File: config.mk
export PLATFORM = sky130hd
export DESIGN_NAME = dmem_port_arbiter
export DESIGN_NICKNAME = d
export VERILOG_FILES = /design/src/rtl/dmem_arb_pkg.sv /design/src/rtl/starve_timer.sv /design/src/rtl/dmem_port_arbiter.sv
export SDC_FILE = /design/constraint.sdc
export NUM_CORES = 1
export LEC_CHECK = 0
export CAP_MARGIN = 40
export CORE_MARGIN = 5
export CORE_UTILIZATION = 36
export DETAILED_ROUTE_END_ITERATION = 8
export GPL_TIMING_DRIVEN = 0
export PLACE_DENSITY = 0.93
export SKIP_LAST_GASP = 1
export SLEW_MARGIN = 20
export SYNTH_ARGS = -nofsm -noshare
export SYNTH_HDL_FRONTEND = slang
export SYNTH_SLANG_ARGS = --single-unit
File: constraint.sdc
create_clock -name sysclk -period 2 [get_ports sysclk]
set_input_delay 0.5 -clock sysclk [delete_from_list [all_inputs] [get_ports sysclk]]
set_output_delay 0.5 -clock sysclk [all_outputs]
set_load 0.02 [all_outputs]
File: src/rtl/dmem_arb_pkg.sv
// Shared types and widths for the data-memory port arbiter and its starvation timer.
package dmem_arb_pkg;

    localparam int unsigned DMEM_ADDR_W = 8;
    localparam int unsigned STALL_CNT_W = 16;
    localparam int unsigned WAIT_CNT_W  = 8;

    typedef enum logic [1:0] {
        IDLE  = 2'd0,
        WAIT  = 2'd1,
        FORCE = 2'd2,
        ACK   = 2'd3
    } arb_state_e;

endpackage

File: src/rtl/starve_timer.sv
// Starvation wait counter: clear has priority over enable, and the count parks at
// MAX_WAIT so it can never wrap. o_terminal flags the limit.
module starve_timer
    import dmem_arb_pkg::*;
#(
    parameter int unsigned CNT_W    = WAIT_CNT_W,
    parameter int unsigned MAX_WAIT = 15
) (
    input  logic i_clk,
    input  logic i_rst_n,
    input  logic i_clr,
    input  logic i_en,
    output logic o_terminal
);

    logic [CNT_W-1:0] r_cnt;
    logic             w_term;

    assign w_term     = (r_cnt == CNT_W'(MAX_WAIT));
    assign o_terminal = w_term;

    always_ff @(posedge i_clk or negedge i_rst_n) begin
        if (!i_rst_n) begin
            r_cnt <= '0;
        end else if (i_clr) begin
            r_cnt <= '0;
        end else if (i_en && !w_term) begin
            r_cnt <= r_cnt + CNT_W'(1);
        end
    end

endmodule

File: src/rtl/dmem_port_arbiter.sv
// Single-port data-memory arbiter: the CPU owns the port, the debug reader gets idle
// cycles, and a starved debug request forces a one-cycle CPU stall.
module dmem_port_arbiter
    import dmem_arb_pkg::*;
#(
    parameter int unsigned ADDR_W   = DMEM_ADDR_W,
    parameter int unsigned MAX_WAIT = 15
) (
    input  logic                   sysclk,
    input  logic                   cpu_resetn,
    input  logic                   cpu_en,
    input  logic [ADDR_W-1:0]      cpu_addr,
    input  logic [3:0]             cpu_wren,
    input  logic [31:0]            cpu_wdata,
    output logic [31:0]            cpu_rdata,
    output logic                   cpu_stall,
    input  logic                   dbg_req,
    input  logic [ADDR_W-1:0]      dbg_addr,
    output logic                   dbg_ack,
    output logic [31:0]            dbg_rdata,
    output logic [ADDR_W-1:0]      mem_addr,
    output logic [3:0]             mem_wren,
    output logic [31:0]            mem_wdata,
    input  logic [31:0]            mem_rdata,
    output logic [STALL_CNT_W-1:0] stall_count
);

    arb_state_e             r_state;
    arb_state_e             w_state_nxt;
    logic                   w_grant_dbg;
    logic                   w_tmr_en;
    logic                   w_tmr_clr;
    logic                   w_tmr_term;
    logic                   r_dbg_ack;
    logic [31:0]            r_dbg_rdata;
    logic [STALL_CNT_W-1:0] r_stall_count;

    starve_timer #(
        .CNT_W    (WAIT_CNT_W),
        .MAX_WAIT (MAX_WAIT)
    ) u_starve_timer (
        .i_clk      (sysclk),
        .i_rst_n    (cpu_resetn),
        .i_clr      (w_tmr_clr),
        .i_en       (w_tmr_en),
        .o_terminal (w_tmr_term)
    );

    // State register
    always_ff @(posedge sysclk or negedge cpu_resetn) begin
        if (!cpu_resetn) begin
            r_state <= IDLE;
        end else begin
            r_state <= w_state_nxt;
        end
    end

    // Next-state logic; a dropped request abandons the wait without an ack
    always_comb begin
        w_state_nxt = r_state;
        case (r_state)
            IDLE: begin
                if (dbg_req && !cpu_en) begin
                    w_state_nxt = ACK;
                end else if (dbg_req) begin
                    w_state_nxt = WAIT;
                end
            end
            WAIT: begin
                if (!dbg_req) begin
                    w_state_nxt = IDLE;
                end else if (!cpu_en) begin
                    w_state_nxt = ACK;
                end else if (w_tmr_term) begin
                    w_state_nxt = FORCE;
                end
            end
            FORCE:   w_state_nxt = ACK;
            ACK:     w_state_nxt = IDLE;
            default: w_state_nxt = IDLE;
        endcase
    end

    // Grant decode, port mux and timer control
    always_comb begin
        w_grant_dbg = 1'b0;
        mem_addr    = cpu_addr;
        mem_wren    = 4'h0;
        mem_wdata   = cpu_wdata;
        w_tmr_en    = 1'b0;
        w_tmr_clr   = 1'b1;

        if (r_state == FORCE) begin
            w_grant_dbg = 1'b1;
        end else if ((r_state == IDLE || r_state == WAIT) && dbg_req && !cpu_en) begin
            w_grant_dbg = 1'b1;
        end

        if (w_grant_dbg) begin
            mem_addr = dbg_addr;
        end else if (cpu_en) begin
            mem_wren = cpu_wren;
        end

        // The counter runs only while the request keeps waiting; IDLE->WAIT loads 1
        if (w_state_nxt == WAIT) begin
            w_tmr_en  = 1'b1;
            w_tmr_clr = 1'b0;
        end
    end

    always_ff @(posedge sysclk or negedge cpu_resetn) begin
        if (!cpu_resetn) begin
            r_dbg_ack     <= 1'b0;
            r_dbg_rdata   <= '0;
            r_stall_count <= '0;
        end else begin
            r_dbg_ack <= (w_state_nxt == ACK);
            if (w_grant_dbg) begin
                r_dbg_rdata <= mem_rdata;
            end
            if (r_state == FORCE && r_stall_count != '1) begin
                r_stall_count <= r_stall_count + STALL_CNT_W'(1);
            end
        end
    end

    assign cpu_rdata   = mem_rdata;
    assign cpu_stall   = (r_state == FORCE);
    assign dbg_ack     = r_dbg_ack;
    assign dbg_rdata   = r_dbg_rdata;
    assign stall_count = r_stall_count;

endmodule

== Word-level counts from Yosys, hierarchy flattened ==
Cells that the tools add are included.
Cells by class
  $add $sub $neg: 2
  eq/ne operators: 8
  multiplexer cells: 14
  reduce and logical (&&, ||, !) cells: 9
Operators by type and width (number)
  two-way mux 8 bit: 3
  adder 16 x 1 -> 16 bit (second input constant): 1
  != test 16 bit (second input constant): 1
  two-way mux 2 bit: 5
  adder 8 x 1 -> 8 bit (second input constant): 1
  == test 8 x 4 -> 1 bit (second input constant): 1
  two-way mux 4 bit: 2
  case mux 2 bit (4 select lines): 1
  == test 2 bit (second input constant): 3
  logical AND 1 bit: 5
  == test 2 x 1 -> 1 bit (second input constant): 2
  two-way mux 1 bit: 3
  zero test 1 bit: 2
  zero test 2 bit: 1
  != test 2 x 1 -> 1 bit (second input constant): 1
  logical OR 1 bit: 1
Word-level totals
  register bits after elaboration: 59
  input bits: 88
  output and inout port bits: 126
  logic and storage cells: 38

== Logic depth before layout (Yosys ltp) ==
Gate-level depths: netlist of run 1.
  word-level depth: 10
  depth in mapped cells: 7
  depth with buffers taken out: 5

== Cells and area by module ==
Synthesis of run 1 repeated with hierarchy kept, for this count alone.
Second synthesis, totals
  cell total of the unflattened synthesis: 272
  area, all modules: 3149.3 sq um
By module, submodules not included
  dmem_port_arbiter: instances 1, cells an instance 229, area each 2707.6 sq um, seq. area each 1276.2 sq um
  starve_timer: instances 1, cells an instance 43, area each 441.7 sq um, seq. area each 200.2 sq um

== Worst setup path before layout of run 1 ==
OpenSTA, ideal clock, no wires.
  path type: register to output
  start point: register r_state[0]
  end point: output port mem_addr[0]
  data arrival time: 1.431 ns
  required time: 1.500 ns
  setup slack: 0.069 ns
  stages on the path, launching flop included: 7
  path buffers: 2
  cells stage by stage: dfrtp_1 nand2b_1 buf_4 inv_2 nor2_4 buf_4 mux2_2
Between the ends
  elaborated cells between the ends (all ways): 9
  those cells by class: 2 x eq/ne; 3 x mux; 4 x reduce/logical
RTL lines
  start, declared: RTL line dmem_port_arbiter.sv:28  | arb_state_e r_state;
  start signal, assigned: RTL line dmem_port_arbiter.sv:54  | r_state <= w_state_nxt;
  == test 2 bit
  via cpu_stall: RTL line dmem_port_arbiter.sv:16  | output logic cpu_stall,
  two-way mux 1 bit: RTL line dmem_port_arbiter.sv:93  | if (r_state == FORCE) begin
  two-way mux 8 bit: RTL line dmem_port_arbiter.sv:99  | if (w_grant_dbg) begin
  end, declared: RTL line dmem_port_arbiter.sv:21  | output logic [ADDR_W-1:0] mem_addr,
The timed path passes the listed nets, and every way through them passes these cells.

== Worst setup path after layout of run 1 ==
  start point: register r_state[1]
  end point: output port mem_addr[0]
Between the ends
  cells in the longest elaborated chain, start to end: 7
  elaborated cells between the ends (all ways): 9
  those cells by class: 2 x eq/ne; 3 x mux; 4 x reduce/logical
RTL lines
  == test 2 x 1 -> 1 bit / zero test 2 bit (equally long branches): RTL line dmem_port_arbiter.sv:95  | end else if ((r_state == IDLE || r_state == WAIT) && dbg_req && !cpu_en) begin
  logical OR 1 bit: RTL line dmem_port_arbiter.sv:95
  logical AND 1 bit (2 in series): RTL line dmem_port_arbiter.sv:95
  two-way mux 1 bit: RTL line dmem_port_arbiter.sv:95
  two-way mux 1 bit *: RTL line dmem_port_arbiter.sv:93
  two-way mux 8 bit *: RTL line dmem_port_arbiter.sv:99
Mark *: on every way between the ends. The rest lies on a longest branch, timed or not.

==> results.md, run 1 <==
* CTS tree: built
* Post-Synth Simple-Gate Area at 10.7%
* Final Core Density at around 63%
* Async SR Flop Fraction at 100%
* R2R Setup Slk at 0.23 ns
* # H-tree levels at 3
* Length of the first detailed-routing pass in iterations at 4
* CP peak stage delay at 0.41 ns
* Post-synthesis mux area share at 15.4%
* Worst-case clock buffer depth at 2
* Initial antenna violation count at 0
* Power Total at 5.07 mW
* Post-layout nets at 563
* Cell Area, Synth at between 3000 and 4000 sq um
* Synth Register Bits at slightly below 60
* CP startpoint kind: register
* Yosys cell types at 34
* Remaining Overflow, GRT at 0
* Critical Path AT at 1.78 ns
* Endpoints failing hold at 0
* Violated checks: setup timing
* Comb pwr share at between 40% and 50%
* Die area at 10700 sq um
* P_sw at 1.71 mW
* DRC at 0
* Fillers at 684
* Net Sw Frac at 33.7%
* Max FO, Critical Path at 5
* Pwr per Cell Area at 933 nW/um^2
* Hold WC Path Type: in2async
* Worst r2r src: stall_count[0]
* Largest family of logic cells by synthesized area: buffers and inverters
* Max-slew headroom at between 70 and 80%
* CP required at 1.50 ns
* Post-synth top area share at 46.8%
* Fin Setup TNS at -2.10 ns
* Post-synthesis adder-cell area fraction at 0.793%
* Post-Synthesis Cells at 268
* Routed wire length per instance at 16.2 um
* WL final at 9500 um
* Slowest cell on crit path: dfrtp_1
* First-pass GRT wire length at 15400 um
* CTS Root Cell: clkbuf_8
* Cell Chain, Critical Path: nand2b_1 -> buf_6 -> inv_8 -> nor2_4 -> buf_8 -> mux2_4 -> buf_6
* Final Wtd Congestion at 0.791
* Register area share after synthesis at 46.8%
* Post-synth EDFFs at 0
* Cts bufs inserted at 9
* Crit path top cell by count: buf_6
* Synth Area in Compound Gates at 4.13%
* Period Utilization, post-route at 114%
* Syn avg cell area at 11.8 sq um
* Vias at 2687
* Sequential fraction of design power at between 30% and 40%
* Leak at 2.56 nW
* Post-synth top cells: buf_4 (70), dfrtp_1 (59), mux2_2 (40)
* Area occupied by multi-input gates at 1170 sq um
* Worst Clk Skew at approximately 0.0094 ns
* Row cnt at 34
* RSZ-0062 raised after global routing: yes
* Clock sinks at 59
* CORE AREA at 8640 sq um
* Crit Path Class: reg2out
* Slew at the pin closest to its max-slew limit at 0.411 ns
* Status: finished, violations left
* DR iter-0 viols at 58
* Post-synthesis xor/xnor area fraction at 4.72%
* Layout cells sized above 1 at about a third
* Register area at about 1500 sq um
* Minimum clock period at 2.28 ns
* Reg2reg end: stall_count[1]
* Count of final setup violators at 8
* Fin. max-slew vios at 0
* Die Span Y at 104 um
* Net count after synthesis at around 360
* Post-route cell area at 5430 sq um
* Placed Instance Area at 5120 sq um
* Initial core utilization at 36.5%
* # hold bufs at CTS at 0
* IO buf count at 181
* Top FF cell, synth: dfrtp_1
* Post-synth top area cell: dfrtp_1
* CP endpoint: mem_addr[0]
* Hpwl dp at between 7000 and 8000 um
* GRT Util Overall at 17.5%
* Vias in the first global route at 2871
* Largest net degree at the start of global routing at 31
* Die width at roughly 100 um
* Layout area overhead at 72.1%
* Vias/cell at 4.59
* Antenna cells at 0
* FF-to-FF path depth at 5
* Clock transition at the registers of the reported paths at 0.07 ns
* Cell Int Power at 3.36 mW
* Final ANT Viol Nets at 0
* Worst setup margin at -0.277 ns
* Critical Path Source: r_state[1]
* Synthesis Warnings at 0
* Clk_lat worst skew at 0.33 ns
* VDD IR max at 0.000736 V
* F_max at roughly 0.44 GHz
* Top-count cell post-synth: buf_4
* Top post-synthesis cells by area: dfrtp_1 (47%), buf_4 (17%), mux2_2 (14%)
* Clock Power Share at 21.0%
* CP Capture Type: output port
* Max Cap Viol at 0
* Fin Hold WS at between 0.08 and 0.09 ns
* Boundary Pins at 214
-- cells by family (layout without fill, tap and decap cells) --
group                    count (synthesis)  count (layout)
AND/OR/NAND/NOR                         56              56
AO/OA/AOI/OAI                           16              16
multiplexers                            43              43
XOR/XNOR                                17              17
buffers and inverters                   75             285
adder cells (fa/ha/maj)                  2               2
flip-flops                              59              59
-- per-layer routing --
layer  vias to the layer above  wire length [um]  part of all wire, %  GRT usage (%)
met3                         9               735                  7.7           6.09
li1                       1274                 -                    -              -
met4                         0                77                 0.81           3.37
met1                      1283              3580                   38           19.8
met2                       121              5100                   54           31.8
met5                         -                 0                    0              0
-- layout make-up --
| cell class | instances | share of cell area (%) |
|---|---|---|
| flip-flops and latches | 59 | 27.2 |
| well taps | 108 | 2.49 |
| inverters | 4 | 0.415 |
| plain buffers | 71 | 10.1 |
| multi-input cells | 134 | 21.6 |
| clock buffers | 11 | 2.60 |
| clock inverters | 5 | 0.968 |
| repair buffers | 194 | 34.7 |
-- registers in the layout, indices dropped and copies added, names as in the netlist --
signal and count:
dbg_rdata 32, stall_count 16, u_starve_timer.r_cnt 8, r_state 2, dbg_ack 1
-- stage by stage --
| step | worst slack (ns) | std cells |
|---|---|---|
| global placement | -1.42 | 557 |
| finish | -0.277 | 586 |
| detailed placement | -1.08 | 558 |
| global route | -0.383 | 586 |
| floorplan | 0.0685 | 268 |
| CTS | -0.342 | 586 |
-- worst min-delay path by stage --
stage	from	depth (start not counted)	slack [ns]	endpoint
2_1_floorplan	cpu_resetn	0	0.20	dbg_ack
3_3_place_gp	r_state[0]	1	0.47	r_state[0]
3_5_place_dp	cpu_resetn	1	0.46	dbg_rdata[19]
4_1_cts	cpu_resetn	1	0.09	dbg_rdata[19]
5_1_grt	cpu_resetn	1	0.10	dbg_rdata[31]
6_report	cpu_resetn	1	0.09	dbg_rdata[19]
-- power groups by stage --
stage | Sequential [mW] | Clock, mW | Combinational, mW
2_1_floorplan | 2.10 | 0 | 0.720
3_3_place_gp | 1.71 | 0 | 2.17
3_5_place_dp | 1.74 | 0 | 2.22
4_1_cts | 1.72 | 1.09 | 2.33
5_1_grt | 1.76 | 1.16 | 2.41
6_report | 1.71 | 1.07 | 2.29
-- cell usage in the layout, fill, tap and decap left out, types with 5 or more instances in the layout --
cell type / count
mux2_2: 32
nor2_1: 8
mux2_4: 8
o211ai_1: 5
dlygate4sd2_1: 34
clkdlybuf4s50_1: 129
buf_4: 80
buf_6: 10
nand2_1: 5
xnor2_1: 13
clkbuf_8: 10
dfrtp_1: 59
and3_1: 12
nand3_1: 10
-- worst max-delay path: cells and delay by family (launching register included) --
kind	cells	cell delay [ns]
buf+inv	4	0.44
flops	1	0.41
mux	1	0.31
simple gates	2	0.27
-- timing repair --
action                                  CTS  global route
gates resized for setup                 117             8
endpoints found under the setup margin   46            18
setup buffers                            11             1
cloned                                    1             0
pin swaps                                 1             2
No activity file was read; power rests on OpenSTA's default activity.
==> inputs of run 2 (changes only) <==
--- a/config.mk
+++ b/config.mk
@@ -11,6 +11,7 @@
 export DETAILED_ROUTE_END_ITERATION = 8
 export GPL_TIMING_DRIVEN = 0
 export PLACE_DENSITY = 0.93
+export SETUP_SLACK_MARGIN = 0.5
 export SKIP_LAST_GASP = 1
 export SLEW_MARGIN = 20
 export SYNTH_ARGS = -nofsm -noshare
==> run 2 against run 1 <==
  * Die area is the same
  * Clock power decreased by 14%
  * Clock skew increased by 0.00075 ns
  * First-iteration DRC count down 5.2%
  * The run still ends with setup timing left
  * Clock-buffer cell count rose by 1
  * Register-to-register slack improved by 0.05 ns
  * Critical path depth increased by 1
  * Sequential share of layout area down 1.5 points
  * Utilization rose by 4.2 points
  * Design area up 6.7%
  * Via count increased by 6.5%
  * Worst hold slack improved by 0.0059 ns
==> results.md, run 2 (synthesized netlist as in run 1, its figures left out) <==
* Status: finished, violations left
* Violated checks: setup timing
* Fin. max-slew vios at 0 (unchanged)
* Remaining Overflow, GRT at 0 (unchanged)
* Leak at 2.83 nW (+11%)
* Initial core utilization at 36.5% (unchanged)
* Cell Chain, Critical Path: buf_6 -> nand2b_4 -> nor2_4 -> nor2_4 -> buf_6 -> buf_16 -> mux2_4 -> buf_6
* Minimum clock period at 2.31 ns (+0.0288 ns)
* GRT Util Overall at 18.8% (+1.3 points)
* Vias/cell at 4.65 (+1.5%)
* RSZ-0062 raised after global routing: yes
* Die width at 104 um (unchanged)
* Final Core Density at 67.1% (+4.2 points)
* Worst Clk Skew at 0.0101 ns (+0.000751 ns)
* Clock sinks at 59 (unchanged)
* Routed wire length per instance at 17.6 um (+8.8%)
* Most common cell after layout, fill and taps aside: buf_4
* CP required at 1.50 ns (about the same)
* Commonest non-fill, non-tap cells in the layout: buf_4 (100), buf_6 (49), dfrtp_1 (47)
* First-pass GRT wire length at 16600 um (+7.9%)
* Fin Hold WS at 0.0945 ns (+0.00585 ns)
* Layout Cells excl Fill at 615 (+4.9%)
* Largest register FFs at 32 (unchanged)
* Largest net degree at the start of global routing at 31 (unchanged)
* Post-layout nets at 593 (+5.3%)
* Buf+Inv Stages, Crit Path at 4 (unchanged)
* Crit path top cell by count: buf_6
* Crit path depth at 8 (+1)
* Die area at 10700 sq um (unchanged)
* Initial antenna violation count at 0 (unchanged)
* Post-route cell area at 5790 sq um (+6.7%)
* Clock transition at the registers of the reported paths at 0.07 ns (about the same)
* Length of the first detailed-routing pass in iterations at 4 (unchanged)
* Row cnt at 34 (unchanged)
* FF-to-FF path depth at 7 (+2)
* Slowest cell on crit path: dfrtp_1
* Max FO, Critical Path at 4 (-1)
* Clk_lat worst skew at 0.33 ns (about the same)
* VDD IR max at 0.000829 V (+13%)
* Max-slew headroom at 72.5% (-0.099 points)
* Power Total at 5.10 mW (+0.56%)
* # H-tree levels at 3 (unchanged)
* Slew at the pin closest to its max-slew limit at 0.412 ns (+0.00149 ns)
* CP Capture Type: output port
* Period Utilization, post-route at 115% (+1.4 points)
* Hpwl dp at 7860 um (+4.0%)
* Pre-CTS setup slack at -1.04 ns (+0.0465 ns)
* DRC at 0 (unchanged)
* CORE AREA at 8640 sq um (unchanged)
* CP endpoint: mem_addr[7]
* Worst-case clock buffer depth at 2 (unchanged)
* Vias in the first global route at 3191 (+11%)
* Hold WC Path Type: in2async
* Vias at 2861 (+6.5%)
* Layout cells sized above 1 at 60.2% (+26 points)
* Worst r2r src: r_state[0]
* Antenna cells at 0 (unchanged)
* Top cell family by delay on the critical path: buffers and inverters
* IO buf count at 181 (unchanged)
* Boundary Pins at 214 (unchanged)
* F_max at 0.434 GHz (-1.2%)
* Critical Path Source: r_state[1]
* Final Wtd Congestion at 0.773 (-2.4%)
* Critical Path AT at 1.81 ns (+0.03 ns)
* Worst setup margin at -0.306 ns (-0.0288 ns)
* Die Span Y at 104 um (unchanged)
* Final ANT Viol Nets at 0 (unchanged)
* R2R Setup Slk at 0.28 ns (+0.05 ns)
* Crit Path Class: reg2out
* Placed Instance Area at 5220 sq um (+2.0%)
* Count of final setup violators at 8 (unchanged)
* DR iter-0 viols at 55 (-5.2%)
* CTS tree: built
* Pwr per Cell Area at 879 nW/um^2 (-5.8%)
* Fin Setup TNS at -1.97 ns (+0.132 ns)
* Reg2reg end: stall_count[14]
* CP peak stage delay at 0.39 ns (-0.02 ns)
* DP Cell Count at 558 (unchanged)
* Max Cap Viol at 0 (unchanged)
* WL final at 10800 um (+14%)
* Cts bufs inserted at 9 (unchanged)
* CTS Root Cell: clkbuf_8
* Layout area overhead at 83.7%
* Endpoints failing hold at 0 (unchanged)
* CP startpoint kind: register
[run 2: power by group]
part | leakage, nW | internal, mW | switching (mW) | total, mW
registers | 0.718 | 1.52 | 0.198 | 1.72
logic | 2.03 | 1.29 | 1.17 | 2.46
clock network | 0.0860 | 0.471 | 0.448 | 0.920
total | 2.83 | 3.28 | 1.82 | 5.10
[run 2: area by class of cell]
cell class                 count  area [sq um]
timing repair buffer         224          2100
tap                          108           135
fill                         641          2840
sequential                    59          1490
clock inverter                 3          15.0
clock buffer                  12           145
inverter                       4          22.5
buffer                        71           581
multi-input combinational    134          1300
[run 2: worst min-delay path by stage]
stage | from | slack (ns) | depth (start not counted) | end
global placement | r_state[0] | 0.47 | 1 | r_state[0]
detailed placement | cpu_resetn | 0.46 | 1 | u_starve_timer.r_cnt[0]
global route | cpu_resetn | 0.12 | 1 | u_starve_timer.r_cnt[0]
finish | cpu_resetn | 0.09 | 1 | u_starve_timer.r_cnt[0]
floorplan | cpu_resetn | 0.20 | 0 | dbg_ack
CTS | cpu_resetn | 0.10 | 1 | u_starve_timer.r_cnt[0]
[run 2: what timing repair did]
action,4_1_cts,5_1_grt
endpoints found under the setup margin,168,97
cloned,1,2
hold buffers,0,0
gates resized for setup,527,56
pin swaps,8,24
buffers inserted,29,10
[run 2: metal layers]
metal	GRT usage, %	part of all wire, %	vias to the layer above
met1	20.2	36	1399
met4	4.87	1.1	0
met5	0	0	-
li1	-	-	1326
met2	36.2	57	123
met3	4.73	6.1	13
==> inputs of run 3 (changes only) <==
--- a/config.mk
+++ b/config.mk
@@ -7,13 +7,13 @@
 export LEC_CHECK = 0
 export CAP_MARGIN = 40
 export CORE_MARGIN = 5
-export CORE_UTILIZATION = 36
+export CORE_UTILIZATION = 32
 export DETAILED_ROUTE_END_ITERATION = 8
 export GPL_TIMING_DRIVEN = 0
-export PLACE_DENSITY = 0.93
+export PLACE_DENSITY = 0.77
 export SETUP_SLACK_MARGIN = 0.5
 export SKIP_LAST_GASP = 1
-export SLEW_MARGIN = 20
+export SLEW_MARGIN = 10
 export SYNTH_ARGS = -nofsm -noshare
 export SYNTH_HDL_FRONTEND = slang
 export SYNTH_SLANG_ARGS = --single-unit
==> constraint.sdc (replaced) <==
create_clock -name sysclk -period 1.96 [get_ports sysclk]
set_input_delay 0.49 -clock sysclk [delete_from_list [all_inputs] [get_ports sysclk]]
set_output_delay 0.49 -clock sysclk [all_outputs]
set_load 0.02 [all_outputs]
==> run 3 against run 2 <==
  * The run still ends with setup timing left
  * First-iteration DRC count rose by 38%
  * Clock-buffer cell count fell by 1
  * Sequential share of layout area fell by 0.81 points
  * Design area rose by 3.2%
  * Clock power rose by 20%
  * Sequential power barely moved
  * Worst setup slack got worse by 0.043 ns
  * Sequential cell count did not move
  * Routed wire length fell by 3.8%
  * Die area rose by 11%
  * Critical endpoint is now mem_addr[1]
==> results.md, run 3 (synthesized netlist as in run 1, its figures left out) <==
* Layout Cells excl Fill at 655 (+6.5%)
* Remaining Overflow, GRT at 0 (unchanged)
* Endpoints failing hold at 0 (unchanged)
* Minimum clock period at 2.31 ns
* CP Capture Type: output port
* Fin Hold WS at 0.222 ns (+0.127 ns)
* Clk_lat worst skew at 0.34 ns (about the same)
* Die width at 109 um (+5.5%)
* VDD IR max at 0.000624 V (-25%)
* Commonest non-fill, non-tap cells in the layout: buf_4 (107), buf_6 (68), dfrtp_1 (48)
* RSZ-0062 raised after global routing: yes
* Final Wtd Congestion at 0.737 (-4.6%)
* Boundary Pins at 214 (unchanged)
* Count of final setup violators at 20 (+12)
* Layout area overhead at 89.5%
* Max-slew headroom at 49.6% (-23 points)
* Worst Clk Skew at 0.0111 ns (+0.000966 ns)
* First-pass GRT wire length at 15400 um (-7.4%)
* CP startpoint kind: register
* Final ANT Viol Nets at 0 (unchanged)
* Period Utilization, post-route at 118%
* Hpwl dp at 7320 um (-6.9%)
* Largest register FFs at 32 (unchanged)
* CP endpoint: mem_addr[1]
* Worst r2r src: r_state[1]
* Slowest cell on crit path: dfrtp_1
* # hold bufs at CTS at 0 (unchanged)
* DR iter-0 viols at 76 (+38%)
* Worst-case clock buffer depth at 2 (unchanged)
* Most common cell after layout, fill and taps aside: buf_4
* Clock sinks at 59 (unchanged)
* Vias in the first global route at 2968 (-7.0%)
* Hold WC Path Type: in2async
* R2R Setup Slk at -0.34 ns (-0.62 ns)
* CORE AREA at 9680 sq um (+12%)
* Placed Instance Area at 5230 sq um (about the same)
* Initial core utilization at 32.6% (-4.0 points)
* Critical Path AT at 1.82 ns (about the same)
* Power Total at 5.35 mW (+5.1%)
* Die Span Y at 109 um (+5.5%)
* Layout cells sized above 1 at 61.1% (+0.95 points)
* Fin. max-slew vios at 0 (unchanged)
* Fin Setup TNS at -5.51 ns (-3.53 ns)
* Reg2reg end: u_starve_timer.r_cnt[3]
* Pwr per Cell Area at 896 nW/um^2 (+1.9%)
* FF-to-FF path depth at 12 (+5)
* Initial antenna violation count at 0 (unchanged)
* Status: finished, violations left
* Clock transition at the registers of the reported paths at 0.07 ns (about the same)
* Length of the first detailed-routing pass in iterations at 4 (unchanged)
* Post-layout nets at 607 (+2.4%)
* Fillers at 772 (+20%)
* Max Cap Viol at 0 (unchanged)
* Largest net degree at the start of global routing at 60 (+94%)
* WL final at 10400 um (-3.8%)
* Pre-CTS setup slack at -1.05 ns (-0.0141 ns)
* CP required at 1.47 ns (-0.03 ns)
* Post-route cell area at 5980 sq um (+3.2%)
* CTS tree: built
* CTS Root Cell: clkbuf_8
* Die area at 11900 sq um (+11%)
* Vias at 2870 (+0.31%)
* IO buf count at 181 (unchanged)
* Cell Chain, Critical Path: nand2b_1 -> nor2_2 -> nor2_4 -> buf_6 -> buf_16 -> mux2_4 -> buf_6
* Vias/cell at 4.38 (-5.8%)
* Routed wire length per instance at 15.9 um (-9.7%)
* DRC at 0 (unchanged)
* F_max at 0.433 GHz
* Critical Path Source: r_state[1]
* GRT Util Overall at 16.5% (-2.3 points)
* Violated checks: setup timing
* Final Core Density at 61.7% (-5.4 points)
* Worst setup margin at -0.349 ns (-0.0427 ns)
* Row cnt at 36 (+5.9%)
* # H-tree levels at 3 (unchanged)
* DP Cell Count at 582 (+4.3%)
* Leak at 2.97 nW (+4.8%)
* CP peak stage delay at 0.40 ns (about the same)
* Max FO, Critical Path at 5 (+1)
* Slew at the pin closest to its max-slew limit at 0.756 ns (+0.344 ns)
* Cts bufs inserted at 9 (unchanged)
* Crit Path Class: reg2out
* Antenna cells at 0 (unchanged)
* Crit path top cell by count: buf_6
==> run 3: changes by cell type in the layout (fill, tap and decap cells not counted), sizes merged <==
cell,delta
bufinv,+1
buf,+34
clkdlybuf4s15,-20
dlymetal6s2s,+1
clkbuf,-4
dlygate4sd2,-1
clkinvlp,+1
bufbuf,+3
==> run 3: where the power goes <==
group	total [mW]	internal (mW)	switching [mW]
combinational	2.52	1.33	1.19
clock	1.10	0.615	0.487
sequential	1.73	1.55	0.183
total	5.35	3.50	1.86
==> run 3: cell type report <==
type	instances	area, sq um	share of cell area [%]
Inverter	4	22.5	0.377
Multi-Input combinational cell	134	1320	22.1
Clock buffer	11	141	2.37
Buffer	71	574	9.61
Timing Repair Buffer	238	2210	36.9
Sequential cell	59	1490	24.9
Tap cell	133	166	2.78
Clock inverter	5	52.6	0.879
==> run 3: worst min path at each step <==
stage	startpoint	end	slack, ns	cells past startpoint
final	cpu_resetn	u_starve_timer.r_cnt[1]	0.22	1
after global routing	cpu_resetn	u_starve_timer.r_cnt[1]	0.27	1
after CTS	cpu_resetn	stall_count[12]	0.24	1
after detailed placement	dbg_rdata[9]	dbg_rdata[9]	0.48	1
after global placement	r_state[0]	r_state[0]	0.47	1
after floorplan	cpu_resetn	dbg_ack	0.19	0
==> run 3: what timing repair did <==
action / in CTS / in global routing
gates cloned: 4 / 0
endpoints found under the setup margin: 169 / 86
resized for setup: 587 / 46
endpoints found under the hold margin: 0 / 0
buffers inserted: 37 / 16
pin swaps: 9 / 16
==> run 3: routing by layer <==
layer / share of wire, % / vias up / GRT usage [%]
met5: 0 / - / 0
met4: 0.64 / 0 / 4.27
met3: 10 / 9 / 5.62
met2: 54 / 133 / 31.0
met1: 35 / 1370 / 17.7
li1: - / 1358 / -
==> run 3: worst max-delay path: cells and delay by family, from the launching register on <==
| kind | cells | cell delay, ns |
|---|---|---|
| buffers and inverters | 3 | 0.37 |
| flip-flops | 1 | 0.40 |
| multiplexers | 1 | 0.29 |
| AND/OR/NAND/NOR | 3 | 0.40 |
